==> src/rtl/req_ack_responder.sv <==
// req_ack_responder
//
// Handshake responder placed directly downstream of a requester. Each
// accepted single-cycle req pulse is answered by exactly one ack pulse after
// LATENCY cycles. Up to MAX_PEND requests may be outstanding. A request that
// arrives while the queue is full, and no ack is retiring, is dropped and
// sets the sticky overflow flag.
//
// Handshake: req is sampled every rising edge and each high cycle is one
// request. It is accepted when pending < MAX_PEND, or when an ack retires in
// the same cycle. ack is a one-cycle pulse driven combinationally from the
// ACK state and is held back while stall is high. stall has no effect
// outside ACK.
//
// Parameters:
//   LATENCY  - cycles from an isolated accepted req to its ack (1..15)
//   MAX_PEND - maximum outstanding requests (1..15)
//   CW       - width of pending (derived, do not override)
//
// Ports:
//   clk      - clock, all state on the rising edge
//   rst_n    - asynchronous active-low reset
//   req      - request input
//   stall    - suppresses ack while high
//   ack      - acknowledge pulse, one per accepted request
//   pending  - count of accepted but not yet acknowledged requests
//   busy     - high whenever the FSM is not IDLE
//   overflow - sticky, set when a request is dropped
//
// Build option:
//   REQ_ACK_RESP_SVA_EN - compiles in embedded concurrent assertions.
module req_ack_responder #(
    parameter int LATENCY  = 1,
    parameter int MAX_PEND = 4,
    parameter int CW       = $clog2(MAX_PEND + 1)
) (
    input  logic          clk,
    input  logic          rst_n,
    input  logic          req,
    input  logic          stall,
    output logic          ack,
    output logic [CW-1:0] pending,
    output logic          busy,
    output logic          overflow
);

    localparam logic [1:0] ST_IDLE = 2'd0;
    localparam logic [1:0] ST_WAIT = 2'd1;
    localparam logic [1:0] ST_ACK  = 2'd2;

    localparam logic [CW-1:0] MAX_P = CW'(MAX_PEND);
    localparam logic [CW-1:0] ONE_P = CW'(1);
    // Two cycles of the latency are spent entering WAIT and leaving it for
    // ACK, so the countdown starts at LATENCY-2.
    localparam logic [3:0] TIMER_LOAD = (LATENCY >= 2) ? 4'(LATENCY - 2) : 4'd0;

    logic [1:0]    state, state_nx;
    logic [3:0]    timer, timer_nx;
    logic [CW-1:0] pending_nx;
    logic          accept, drop, start_svc;

    assign ack    = (state == ST_ACK) && !stall;
    // A retiring ack frees a slot in the same cycle, so a full queue can
    // still take a request when ack fires.
    assign accept = req && ((pending < MAX_P) || ack);
    assign drop   = req && !accept;
    assign busy   = (state != ST_IDLE);

    always_comb begin
        pending_nx = pending;
        if (accept && !ack) begin
            pending_nx = pending + ONE_P;
        end else if (!accept && ack) begin
            pending_nx = pending - ONE_P;
        end
    end

    // Another service follows when work remains after the current one:
    // in IDLE any accepted or queued request, in ACK a request beyond the
    // one being acknowledged now.
    always_comb begin
        start_svc = 1'b0;
        case (state)
            ST_IDLE: start_svc = accept || (pending != '0);
            ST_ACK:  start_svc = accept || (pending > ONE_P);
            default: start_svc = 1'b0;
        endcase
    end

    always_comb begin
        state_nx = state;
        timer_nx = timer;
        case (state)
            ST_IDLE: begin
                if (start_svc) begin
                    if (LATENCY == 1) begin
                        state_nx = ST_ACK;
                    end else begin
                        state_nx = ST_WAIT;
                        timer_nx = TIMER_LOAD;
                    end
                end
            end
            ST_WAIT: begin
                if (timer == 4'd0) begin
                    state_nx = ST_ACK;
                end else begin
                    timer_nx = timer - 4'd1;
                end
            end
            ST_ACK: begin
                if (!stall) begin
                    if (start_svc) begin
                        if (LATENCY == 1) begin
                            state_nx = ST_ACK;
                        end else begin
                            state_nx = ST_WAIT;
                            timer_nx = TIMER_LOAD;
                        end
                    end else begin
                        state_nx = ST_IDLE;
                    end
                end
            end
            default: begin
                state_nx = ST_IDLE;
                timer_nx = 4'd0;
            end
        endcase
    end

    always_ff @(posedge clk or negedge rst_n) begin
        if (!rst_n) begin
            state    <= ST_IDLE;
            timer    <= 4'd0;
            pending  <= '0;
            overflow <= 1'b0;
        end else begin
            state    <= state_nx;
            timer    <= timer_nx;
            pending  <= pending_nx;
            overflow <= overflow | drop;
        end
    end

`ifdef REQ_ACK_RESP_SVA_EN
    a_ack_has_pending: assert property (@(posedge clk) disable iff (!rst_n)
        ack |-> (pending > '0));
    a_pending_bound: assert property (@(posedge clk) disable iff (!rst_n)
        pending <= MAX_P);
    a_overflow_cause: assert property (@(posedge clk) disable iff (!rst_n)
        $rose(overflow) |-> $past(drop));
    a_overflow_sticky: assert property (@(posedge clk) disable iff (!rst_n)
        overflow |=> overflow);
    a_ack_in_ack_state: assert property (@(posedge clk) disable iff (!rst_n)
        (state == ST_ACK && !stall) |-> ack);
`else
`endif

endmodule

==> config.mk <==
export PLATFORM = sky130hd
export DESIGN_NAME = req_ack_responder
export DESIGN_NICKNAME = d
export VERILOG_FILES = /design/src/rtl/req_ack_responder.sv
export SDC_FILE = /design/constraint.sdc
export NUM_CORES = 1
export LEC_CHECK = 0
export BUFFER_PORTS_ARGS = -buffer_cell sky130_fd_sc_hd__buf_2
export CAP_MARGIN = 20
export CORE_AREA = 2 2 39 41
export CTS_CLUSTER_SIZE = 10
export DETAILED_ROUTE_END_ITERATION = 10
export DIE_AREA = 0 0 41 43
export GPL_TIMING_DRIVEN = 0
export SETUP_SLACK_MARGIN = 0.02
export SYNTH_ARGS = -nofsm -noshare
export SYNTH_HDL_FRONTEND = slang
export SYNTH_SLANG_ARGS = --single-unit
export TNS_END_PERCENT = 20
==> constraint.sdc <==
create_clock -name clk -period 1.6 [get_ports clk]
set_input_delay 0.16 -clock clk [delete_from_list [all_inputs] [get_ports clk]]
set_output_delay 0.16 -clock clk [all_outputs]
set_load 0.02 [all_outputs]
==> reports/qor.yml, run 1 <==
critical_path:
  r2r-start: "state[1]"
  timing.reg2reg.setup_slack_ns: 0.18
  worstPathCellList: "nand2b_1, a21boi_1, ha_1, mux2i_1, nor2_1, xor2_1"
  critical-path-slowest-cell: "dfrtp_1"
  worstSetupPathType: "reg -> reg"
  regToRegEndpoint: "pending[2]"
  max_stage_delay_ns: 0.37
  worst_r2r_path_depth: 6
  worst_setup_path_endpoint: "pending[2]"
  worstSetupStartpoint: "state[1]"
  worst-path-max-fanout: 4
  nature_of_the_critical_path_startpoint: "flip-flop"
  cp.arrival_ns: 1.55
  worst-endpoint-required_ns: 1.72
  endpoint_kind: "flip-flop"
cells_and_area:
  sequential_cell_area_um2: 125.1
  commonest_cells_after_routing_fill_and_taps_aside: "buf_2 (9), dfrtp_1 (5), ha_1 (4), inv_1 (3), clkbuf_4 (3)"
  finalNonFillerCells: 55
  insertedDiodeCount: 0
  mostFrequentLayoutCell: "buf_2"
  final_core_utilization_pct: 27.40
  fillerInstances: 151
  syn_to_final_growth_pct: 36.49
  final_layout_size_suffix_gt1_share_pct: 30.77
  area_of_the_multi_input_gates_um2: 141.4
  finalNetCount: 48
route:
  initialDrtViolationCount: 5
  route.detailed.vias_per_inst: 4.055
  totalWireLength_um: 528
  postRouteAntennaNets: 0
  drcViolationCount: 0
  drt_pass1_iterations: 2
  wl_per_cell_um: 9.600
  dr_total_vias: 223
clock_tree:
  clkTransAtPathRegs_ns: 0.04
  cts_repair_resize_count: 0
  cts_num_sinks: 5
  ctsLongestPathBuffers: 2
  cts_tree: "done"
  cts-root-buf: "clkbuf_4"
  cts_made_buffers: 3
  worstSkewPairLatency_ns: 0.24
  cts_max_level: 1
run_status:
  status: "finished, final reports clean"
grt:
  grtUsageTotal_pct: 8.560
  number_of_global_route_vias_before_repair: 226
  grt-ovfl-total: 0
  grt_start_max_net_pins: 6
  antenna_found_initial: 0
  grt_pass1_wl_um: 917
pwr:
  sequentialPowerShare_pct: 34.2
  power.share.combinational_pct: 44.2
  ir_drop_mv: 0.6524
  p_leak_nw: 0.1942
  power.share.clock_pct: 21.7
  internal_power_uw: 397.2
  power.density_cell_area_nw_per_um2: 1793
  p_sw_uw: 282.6
  total_power_consumption_of_the_routed_design_uw: 679.7
  sw_frac_of_total_pct: 41.57
timing:
  relSlewSlack_pct: 90.69
  fin_worst_skew_ns: 0.0004097
  grt_setup_unrepaired: "false"
  timing.final.setup_violations: 0
  finalHoldViolCount: 0
  fin_tns_setup_ns: 0
  finalMaxSlewViolations: 0
  fmaxAchievable_ghz: 0.7027
  worstMarginPinSlew_ns: 0.1358
  fin_crit_sh_pct: 88.95
  minimum_period_implied_by_the_final_worst_setup_slack_ns: 1.423
  hold-worst-slack_ns: 0.1522
synthesis:
  synthDistinctLibCells: 13
  synth_cells: 25
  syn-mean-instance-area_um2: 11.11
  synth_nets: 33
  syn-cell-area_um2: 277.8
  yosys_register_bits: 5
  synth_sequential_area_ratio_pct: 45.05
  yosys_warnings: 0
placed_design:
  gpl.final_weighted_congestion: 0.7362
  portBuffers: 9
  placed_cells_incl_taps: 50
  detailedPlacementHpwl_um: 412.1
flow_run:
  reported_max_cap_violation_count: 0
floorplan:
  ios: 10
  starting_density_of_the_core_pct: 20.07
  core.rowCount: 14
  die_h_um: 43
  dieArea_um2: 1763
  chipWidth_um: 41
  fp.coreArea_um2: 1384
min_path:
  hp-class: "in -> reg"
-- synthesized netlist by cell type (all sizes together) --
cell type,n,area share [%]
xnor2,1,3.2
nor2,2,2.7
dfrtp,5,45
o21ai,1,1.8
ha,4,18
inv,3,4.1
or3,1,2.3
mux2i,2,7.2
xor2,2,6.3
a31o,1,3.2
nand2,1,1.4
nand2b,1,2.3
a21boi,1,2.7
-- logic make-up after synthesis --
logic type / share of synthesized area (%)
adders and majority gates: 18.02
xor gates and xnor gates: 9.461
muxes: 7.207
DFF: 45.05
and+or+nand+nor: 8.561
buffers and inverters: 4.054
AOI/OAI and AO/OA: 7.658
-- stage by stage --
stage	worst slack [ns]	instance area (um2)
floorplan	0.1504	277.8
global placement	0.1959	342.8
detailed placement	0.1655	342.8
CTS	0.1593	379.1
global route	0.08802	379.1
finish	0.1769	379.1
-- critical path, delay by kind of cell (launching register included) --
kind | cells | cell delay, ns
flip-flops | 1 | 0.37
adder cells (fa/ha/maj) | 1 | 0.23
multiplexers | 1 | 0.21
AND/OR/NAND/NOR | 2 | 0.19
AO/OA/AOI/OAI | 1 | 0.17
XOR/XNOR | 1 | 0.13
-- final cells by class --
type	instances	area share, %
Clock buffer	4	6.931
Inverter	3	2.970
Multi-Input combinational cell	17	37.29
Sequential cell	5	33.00
Tap cell	16	5.281
Timing Repair Buffer	10	14.52
-- flip-flops by register name, summed over array words and instances, names as in the netlist --
signal and cells:
state 1, overflow 1, pending 3
-- power by group through the flow --
stage                     Sequential (mW)  Combinational, mW  Clock, mW
after floorplan                     0.277              0.166          0
after global placement              0.233              0.295          0
after detailed placement            0.234              0.303          0
after CTS                           0.233              0.305      0.157
after global routing                0.242              0.344      0.169
final                               0.232              0.300      0.147
-- per-layer routing --
layer | GRT usage (%) | up-vias | wire length [um]
li1 | - | 109 | -
met1 | 10.06 | 104 | 263
met2 | 9.375 | 10 | 210
met3 | 7.853 | 0 | 53
met4 | 6.000 | 0 | 0
met5 | 0 | - | 0
-- worst min-delay path by stage --
stage	cells after the start	slack (ns)	startpoint	to
6_report	2	0.15	req	state[1]
3_5_place_dp	1	-0.02	rst_n	state[1]
5_1_grt	2	0.14	req	state[1]
4_1_cts	2	0.14	req	state[1]
3_3_place_gp	1	-0.02	rst_n	state[1]
2_1_floorplan	0	-0.14	rst_n	overflow
-- timing repair --
action / CTS / global route
hold buffers: 1 / 0
buffers inserted: 0 / 0
hold endpoints to repair: 5 / 0
Power figures use the tool's default switching activity.
==> run 2, diff against run 1 <==
--- a/config.mk
+++ b/config.mk
@@ -5,12 +5,12 @@
 export SDC_FILE = /design/constraint.sdc
 export NUM_CORES = 1
 export LEC_CHECK = 0
-export BUFFER_PORTS_ARGS = -buffer_cell sky130_fd_sc_hd__buf_2
 export CAP_MARGIN = 20
 export CORE_AREA = 2 2 39 41
 export CTS_CLUSTER_SIZE = 10
 export DETAILED_ROUTE_END_ITERATION = 10
 export DIE_AREA = 0 0 41 43
+export DONT_BUFFER_PORTS = 1
 export GPL_TIMING_DRIVEN = 0
 export SETUP_SLACK_MARGIN = 0.02
 export SYNTH_ARGS = -nofsm -noshare
==> constraint.sdc (replaced) <==
create_clock -name clk -period 1.74 [get_ports clk]
set_input_delay 0.174 -clock clk [delete_from_list [all_inputs] [get_ports clk]]
set_output_delay 0.174 -clock clk [all_outputs]
set_load 0.02 [all_outputs]
==> reports/qor.yml, run 2 (synthesis results as in run 1) <==
clock_tree:
  ctsLongestPathBuffers: 2  # unchanged
  cts_repair_resize_count: 0  # unchanged
  cts_setup_buffers: 0  # unchanged
  worstSkewPairLatency_ns: 0.24  # about the same
  hold_buffers: 1  # unchanged
  cts-root-buf: "clkbuf_4"  # unchanged
  clkTransAtPathRegs_ns: 0.04  # about the same
  cts_max_level: 1  # unchanged
  cts_tree: "done"  # unchanged
  cts_num_sinks: 5  # unchanged
  cts_made_buffers: 3  # unchanged
floorplan:
  ios: 10  # unchanged
  fp.coreArea_um2: 1384  # unchanged
  starting_density_of_the_core_pct: 20.07  # unchanged
  dieArea_um2: 1763  # unchanged
  core.rowCount: 14  # unchanged
  chipWidth_um: 41  # unchanged
  die_h_um: 43  # unchanged
route:
  dr_total_vias: 186  # was 223
  drt_pass1_iterations: 4  # was 2
  wl_per_cell_um: 11.50  # was 9.600 um
  initialDrtViolationCount: 3  # was 5
  totalWireLength_um: 529  # was 528 um
  route.detailed.vias_per_inst: 4.043  # was 4.055
  drcViolationCount: 0  # unchanged
  postRouteAntennaNets: 0  # unchanged
placed_design:
  placed_cell_area_um2: 297.8  # was 342.8 um2
  placed_cells_incl_taps: 41  # was 50
  detailedPlacementHpwl_um: 408.9  # was 412.1 um
  portBuffers: 0  # was 9
  gpl.final_weighted_congestion: 0.7568  # was 0.7362
timing:
  grt_setup_unrepaired: "false"  # unchanged
  fmaxAchievable_ghz: 0.6403  # was 0.7027 GHz
  fin_crit_sh_pct: 89.76  # was 88.95%
  hold-worst-slack_ns: 0.04130  # was 0.1522 ns
  fin_worst_skew_ns: 0.001981  # was 0.0004097 ns
  fin_tns_setup_ns: 0  # unchanged
  minimum_period_implied_by_the_final_worst_setup_slack_ns: 1.562  # was 1.423 ns
  timing.final.setup_violations: 0  # unchanged
  worstMarginPinSlew_ns: 0.3221  # was 0.1358 ns
  relSlewSlack_pct: 78.53  # was 90.69%
  finalHoldViolCount: 0  # unchanged
  finalMaxSlewViolations: 0  # unchanged
min_path:
  whs_path_depth: 1  # was 2
  timing.hold.worst.start: "req"  # unchanged
  hp-class: "in -> reg"  # unchanged
pwr:
  power.density_cell_area_nw_per_um2: 1748  # was 1793 nW/um2
  p_leak_nw: 0.1614  # was 0.1942 nW
  sw_frac_of_total_pct: 43.03  # was 41.57%
  p_sw_uw: 251.3  # was 282.6 uW
  ir_drop_mv: 0.4540  # was 0.6524 mV
  internal_power_uw: 332.7  # was 397.2 uW
  sequentialPowerShare_pct: 46.0  # was 34.2%
  power.share.clock_pct: 23.0  # was 21.7%
  power.share.combinational_pct: 31.0  # was 44.2%
critical_path:
  endpoint_kind: "flip-flop"  # unchanged
  worst-endpoint-required_ns: 1.85  # was 1.72 ns
  worst_setup_path_endpoint: "pending[2]"  # unchanged
  r2r-start: "state[1]"  # unchanged
  worst-path-max-fanout: 4  # unchanged
  timing.reg2reg.setup_slack_ns: 0.18  # about the same
  regToRegEndpoint: "pending[2]"  # unchanged
  worstSetupStartpoint: "state[1]"  # unchanged
  worstSetupPathType: "reg -> reg"  # unchanged
  worst_r2r_path_depth: 6  # unchanged
  cp.arrival_ns: 1.67  # was 1.55 ns
  nature_of_the_critical_path_startpoint: "flip-flop"  # unchanged
grt:
  grt-ovfl-total: 0  # unchanged
  grt_start_max_net_pins: 6  # unchanged
  grt_pass1_wl_um: 841  # was 917 um
  grtUsageTotal_pct: 7.839  # was 8.560%
  antenna_found_initial: 0  # unchanged
  number_of_global_route_vias_before_repair: 206  # was 226
cells_and_area:
  fillerInstances: 152  # was 151
  largest_register_ffs: 3  # unchanged
  mostFrequentLayoutCell: "dfrtp_1"  # was buf_2
  final_cell_area_excluding_filler_cells_um2: 334.1  # was 379.1 um2
  syn_to_final_growth_pct: 20.27  # was 36.49%
  finalNetCount: 39  # was 48
  final_layout_size_suffix_gt1_share_pct: 10.00  # was 30.77%
  reg.largest.list: "pending (3), overflow (1), state (1)"  # unchanged
  regMostFlops: "pending"  # unchanged
  final_core_utilization_pct: 24.14  # was 27.40%
  finalNonFillerCells: 46  # was 55
  insertedDiodeCount: 0  # unchanged
  commonest_cells_after_routing_fill_and_taps_aside: "dfrtp_1 (5), ha_1 (4), inv_1 (3), clkbuf_4 (3)"  # was buf_2 (9), dfrtp_1 (5), ha_1 (4), inv_1 (3), clkbuf_4 (3)
flow_run:
  reported_max_cap_violation_count: 0  # unchanged
run_status:
  status: "finished, final reports clean"  # unchanged
==> run 2: worst min path at each step <==
stage / slack [ns] / end
6_report: 0.04 / state[1]
5_1_grt: 0.03 / state[1]
4_1_cts: 0.03 / state[1]
3_5_place_dp: -0.12 / state[1]
3_3_place_gp: -0.12 / state[1]
2_1_floorplan: -0.12 / overflow
==> run 2: through the flow <==
stage	worst slack [ns]	power, mW
after detailed placement	0.1624	0.4570
final	0.1782	0.5840
after floorplan	0.2904	0.4079
after global placement	0.1659	0.4448
after global routing	0.04284	0.6481
after CTS	0.1544	0.5992
==> run 2: per-layer routing <==
metal	part of all wire [%]	vias up	wire length (um)	track usage, %
met5	0	-	0	0
met3	16	0	84	10.47
li1	-	91	-	-
met2	44	11	234	9.375
met4	0	0	0	2.000
met1	40	84	209	8.065
==> run 2: final cells by class <==
| type | count | area [um2] | share of cell area [%] |
|---|---|---|---|
| Clock buffer | 4 | 26.28 | 7.865 |
| Sequential cell | 5 | 125.1 | 37.45 |
| Multi-Input combinational cell | 17 | 141.4 | 42.32 |
| Inverter | 3 | 11.26 | 3.371 |
| Tap cell | 16 | 20.02 | 5.993 |
| Timing Repair Buffer | 1 | 10.01 | 2.996 |
==> run 2: power groups by stage <==
stage	sequential [mW]	clock (mW)	combinational, mW
2_1_floorplan	0.255	0	0.153
3_3_place_gp	0.274	0	0.171
3_5_place_dp	0.275	0	0.182
4_1_cts	0.273	0.140	0.186
5_1_grt	0.282	0.152	0.214
6_report	0.269	0.134	0.181
==> run 2: worst max-delay path, cell delays in order, from the launching register on <==
cell and delay (ns):
dfrtp_1 0.48, nand2b_1 0.16, a21boi_1 0.17, ha_1 0.22, mux2i_1 0.20, nor2_1 0.07, xor2_1 0.13
==> run 3, diff against run 2 <==
--- a/config.mk
+++ b/config.mk
@@ -12,6 +12,7 @@
 export DIE_AREA = 0 0 41 43
 export DONT_BUFFER_PORTS = 1
 export GPL_TIMING_DRIVEN = 0
+export PLACE_DENSITY = 0.3
 export SETUP_SLACK_MARGIN = 0.02
 export SYNTH_ARGS = -nofsm -noshare
 export SYNTH_HDL_FRONTEND = slang
==> reports/qor.yml, run 3 (synthesis results as in run 1) <==
run_status:
  status: "finished, final reports clean"  # unchanged
pwr:
  total_power_consumption_of_the_routed_design_uw: 586.8  # was 584.0 uW
  ir_drop_mv: 0.4991  # was 0.4540 mV
  power.density_cell_area_nw_per_um2: 1750  # was 1748 nW/um2
  p_leak_nw: 0.1609  # was 0.1614 nW
timing:
  grt_setup_unrepaired: "false"  # unchanged
  setup_slack_ns: 0.2653  # was 0.1782 ns
  worstMarginPinSlew_ns: 0.3252  # was 0.3221 ns
  fin_crit_sh_pct: 84.75  # was 89.76%
  fin_worst_skew_ns: 0.008837  # was 0.001981 ns
  fin_tns_setup_ns: 0  # unchanged
  timing.final.setup_violations: 0  # unchanged
  fmaxAchievable_ghz: 0.6781  # was 0.6403 GHz
  minimum_period_implied_by_the_final_worst_setup_slack_ns: 1.475  # was 1.562 ns
  finalHoldViolCount: 0  # unchanged
  finalMaxSlewViolations: 0  # unchanged
  relSlewSlack_pct: 78.32  # was 78.53%
route:
  met2_layer_wire_length_in_the_routed_design_um: 223  # was 234 um
  postRouteAntennaNets: 0  # unchanged
  route.detailed.vias_per_inst: 4.152  # was 4.043
  top_layer_used: "met3"  # unchanged
  totalWireLength_um: 520  # was 529 um
  detailroute.wirelength.met3_um: 98  # was 84 um
  m1WireLength_um: 198  # was 209 um
  drt_pass1_iterations: 2  # was 4
  drcViolationCount: 0  # unchanged
  dr_total_vias: 191  # was 186
  initialDrtViolationCount: 3  # unchanged
  wl_per_cell_um: 11.30  # was 11.50 um
cells_and_area:
  fillerInstances: 159  # was 152
  regMostFlops: "pending"  # unchanged
  final_layout_size_suffix_gt1_share_pct: 13.33  # was 10.00%
  largest_register_ffs: 3  # unchanged
  syn_to_final_growth_pct: 20.72  # was 20.27%
  insertedDiodeCount: 0  # unchanged
  commonest_cells_after_routing_fill_and_taps_aside: "ha_1 (4), dfrtp_1 (4), inv_1 (3), clkbuf_4 (3)"  # was dfrtp_1 (5), ha_1 (4), inv_1 (3), clkbuf_4 (3)
  finalNetCount: 39  # unchanged
  reg.largest.list: "pending (3), overflow (1), state (1)"  # unchanged
clock_tree:
  cts_made_buffers: 3  # unchanged
  ctsLongestPathBuffers: 2  # unchanged
  cts-root-buf: "clkbuf_4"  # unchanged
  clkTransAtPathRegs_ns: 0.05  # was 0.04 ns
  cts_tree: "done"  # unchanged
  cts_max_level: 1  # unchanged
  worstSkewPairLatency_ns: 0.24  # about the same
  cts_num_sinks: 5  # unchanged
critical_path:
  cp.arrival_ns: 1.59  # was 1.67 ns
  timing.reg2reg.setup_slack_ns: 0.27  # was 0.18 ns
  r2r-start: "state[1]"  # unchanged
  worst-endpoint-required_ns: 1.86  # was 1.85 ns
  endpoint_kind: "flip-flop"  # unchanged
  worst_r2r_path_depth: 6  # unchanged
  nature_of_the_critical_path_startpoint: "flip-flop"  # unchanged
  worstSetupPathType: "reg -> reg"  # unchanged
  regToRegEndpoint: "pending[2]"  # unchanged
  worst-path-max-fanout: 4  # unchanged
min_path:
  hp-class: "in -> reg"  # unchanged
  hold_path_end: "state[1]"  # unchanged
  whs_path_depth: 1  # unchanged
  timing.hold.worst.start: "req"  # unchanged
floorplan:
  ios: 10  # unchanged
  chipWidth_um: 41  # unchanged
  fp.coreArea_um2: 1384  # unchanged
  dieArea_um2: 1763  # unchanged
  die_h_um: 43  # unchanged
  starting_density_of_the_core_pct: 20.07  # unchanged
  core.rowCount: 14  # unchanged
grt:
  grt_pass1_wl_um: 800  # was 841 um
  number_of_global_route_vias_before_repair: 205  # was 206
  grt-ovfl-total: 0  # unchanged
  antenna_found_initial: 0  # unchanged
  grtUsageTotal_pct: 7.831  # was 7.839%
  grt_start_max_net_pins: 6  # unchanged
placed_design:
  portBuffers: 0  # unchanged
  gpl.final_weighted_congestion: 0.6691  # was 0.7568
  detailedPlacementHpwl_um: 422.5  # was 408.9 um
  pre_cts_ws_ns: 0.1654  # was 0.1624 ns
flow_run:
  reported_max_cap_violation_count: 0  # unchanged
## run 3: cell counts in the layout (fill, tap and decap cells not counted)
No cell type changed its count.
## run 3: what timing repair did
item	CTS	global route
hold endpoints to repair	5	0
setup endpoints to repair	0	1
hold buffers	1	0
setup buffers	0	0
resized for setup	0	1
## run 3: cell type report
type	instances	area, um2	area share, %
multi-input cells	17	141.4	42.16
flip-flops and latches	5	126.4	37.69
clock buffers	4	26.28	7.836
well taps	16	20.02	5.970
inverters	3	11.26	3.358
repair buffers	1	10.01	2.985
## run 3: how the worst max path moves through the flow
stage                             to  startpoint  cells past startpoint
final                     pending[2]    state[1]                      6
after global routing      pending[2]    state[1]                      6
after floorplan           pending[2]    state[1]                      6
after CTS                 pending[2]    state[1]                      6
after global placement    pending[2]    state[1]                      6
after detailed placement  pending[2]    state[1]                      6
## run 3: metrics by stage
step | hold slack (ns) | std cells | util [%] | instance area [um2]
after floorplan | -0.1216 | 25 | - | 277.8
after global placement | -0.1215 | 41 | 21.52 | 297.8
after detailed placement | -0.1214 | 41 | 21.52 | 297.8
after CTS | 0.03695 | 46 | 24.14 | 334.1
after global routing | 0.02712 | 46 | 24.23 | 335.3
final | 0.03970 | 46 | 24.23 | 335.3
## run 3: routing by layer
layer	up-vias	track usage, %
li1	91	-
met1	86	7.074
met2	14	10.63
met3	0	9.948
met4	0	2.000
met5	-	0
## run 3: power by group
group	leakage (nW)	internal [mW]	total (mW)	switching, mW
logic	0.0928	0.0871	0.181	0.0940
clock network	0.0150	0.0869	0.137	0.0502
registers	0.0531	0.160	0.269	0.109
total	0.161	0.334	0.587	0.253
## run 3: worst max-delay path: stages, from the launching register on
cell and delay, ns:
dfrtp_2 0.43, nand2b_1 0.13, a21boi_1 0.17, ha_1 0.21
mux2i_1 0.20, nor2_1 0.06, xor2_1 0.14
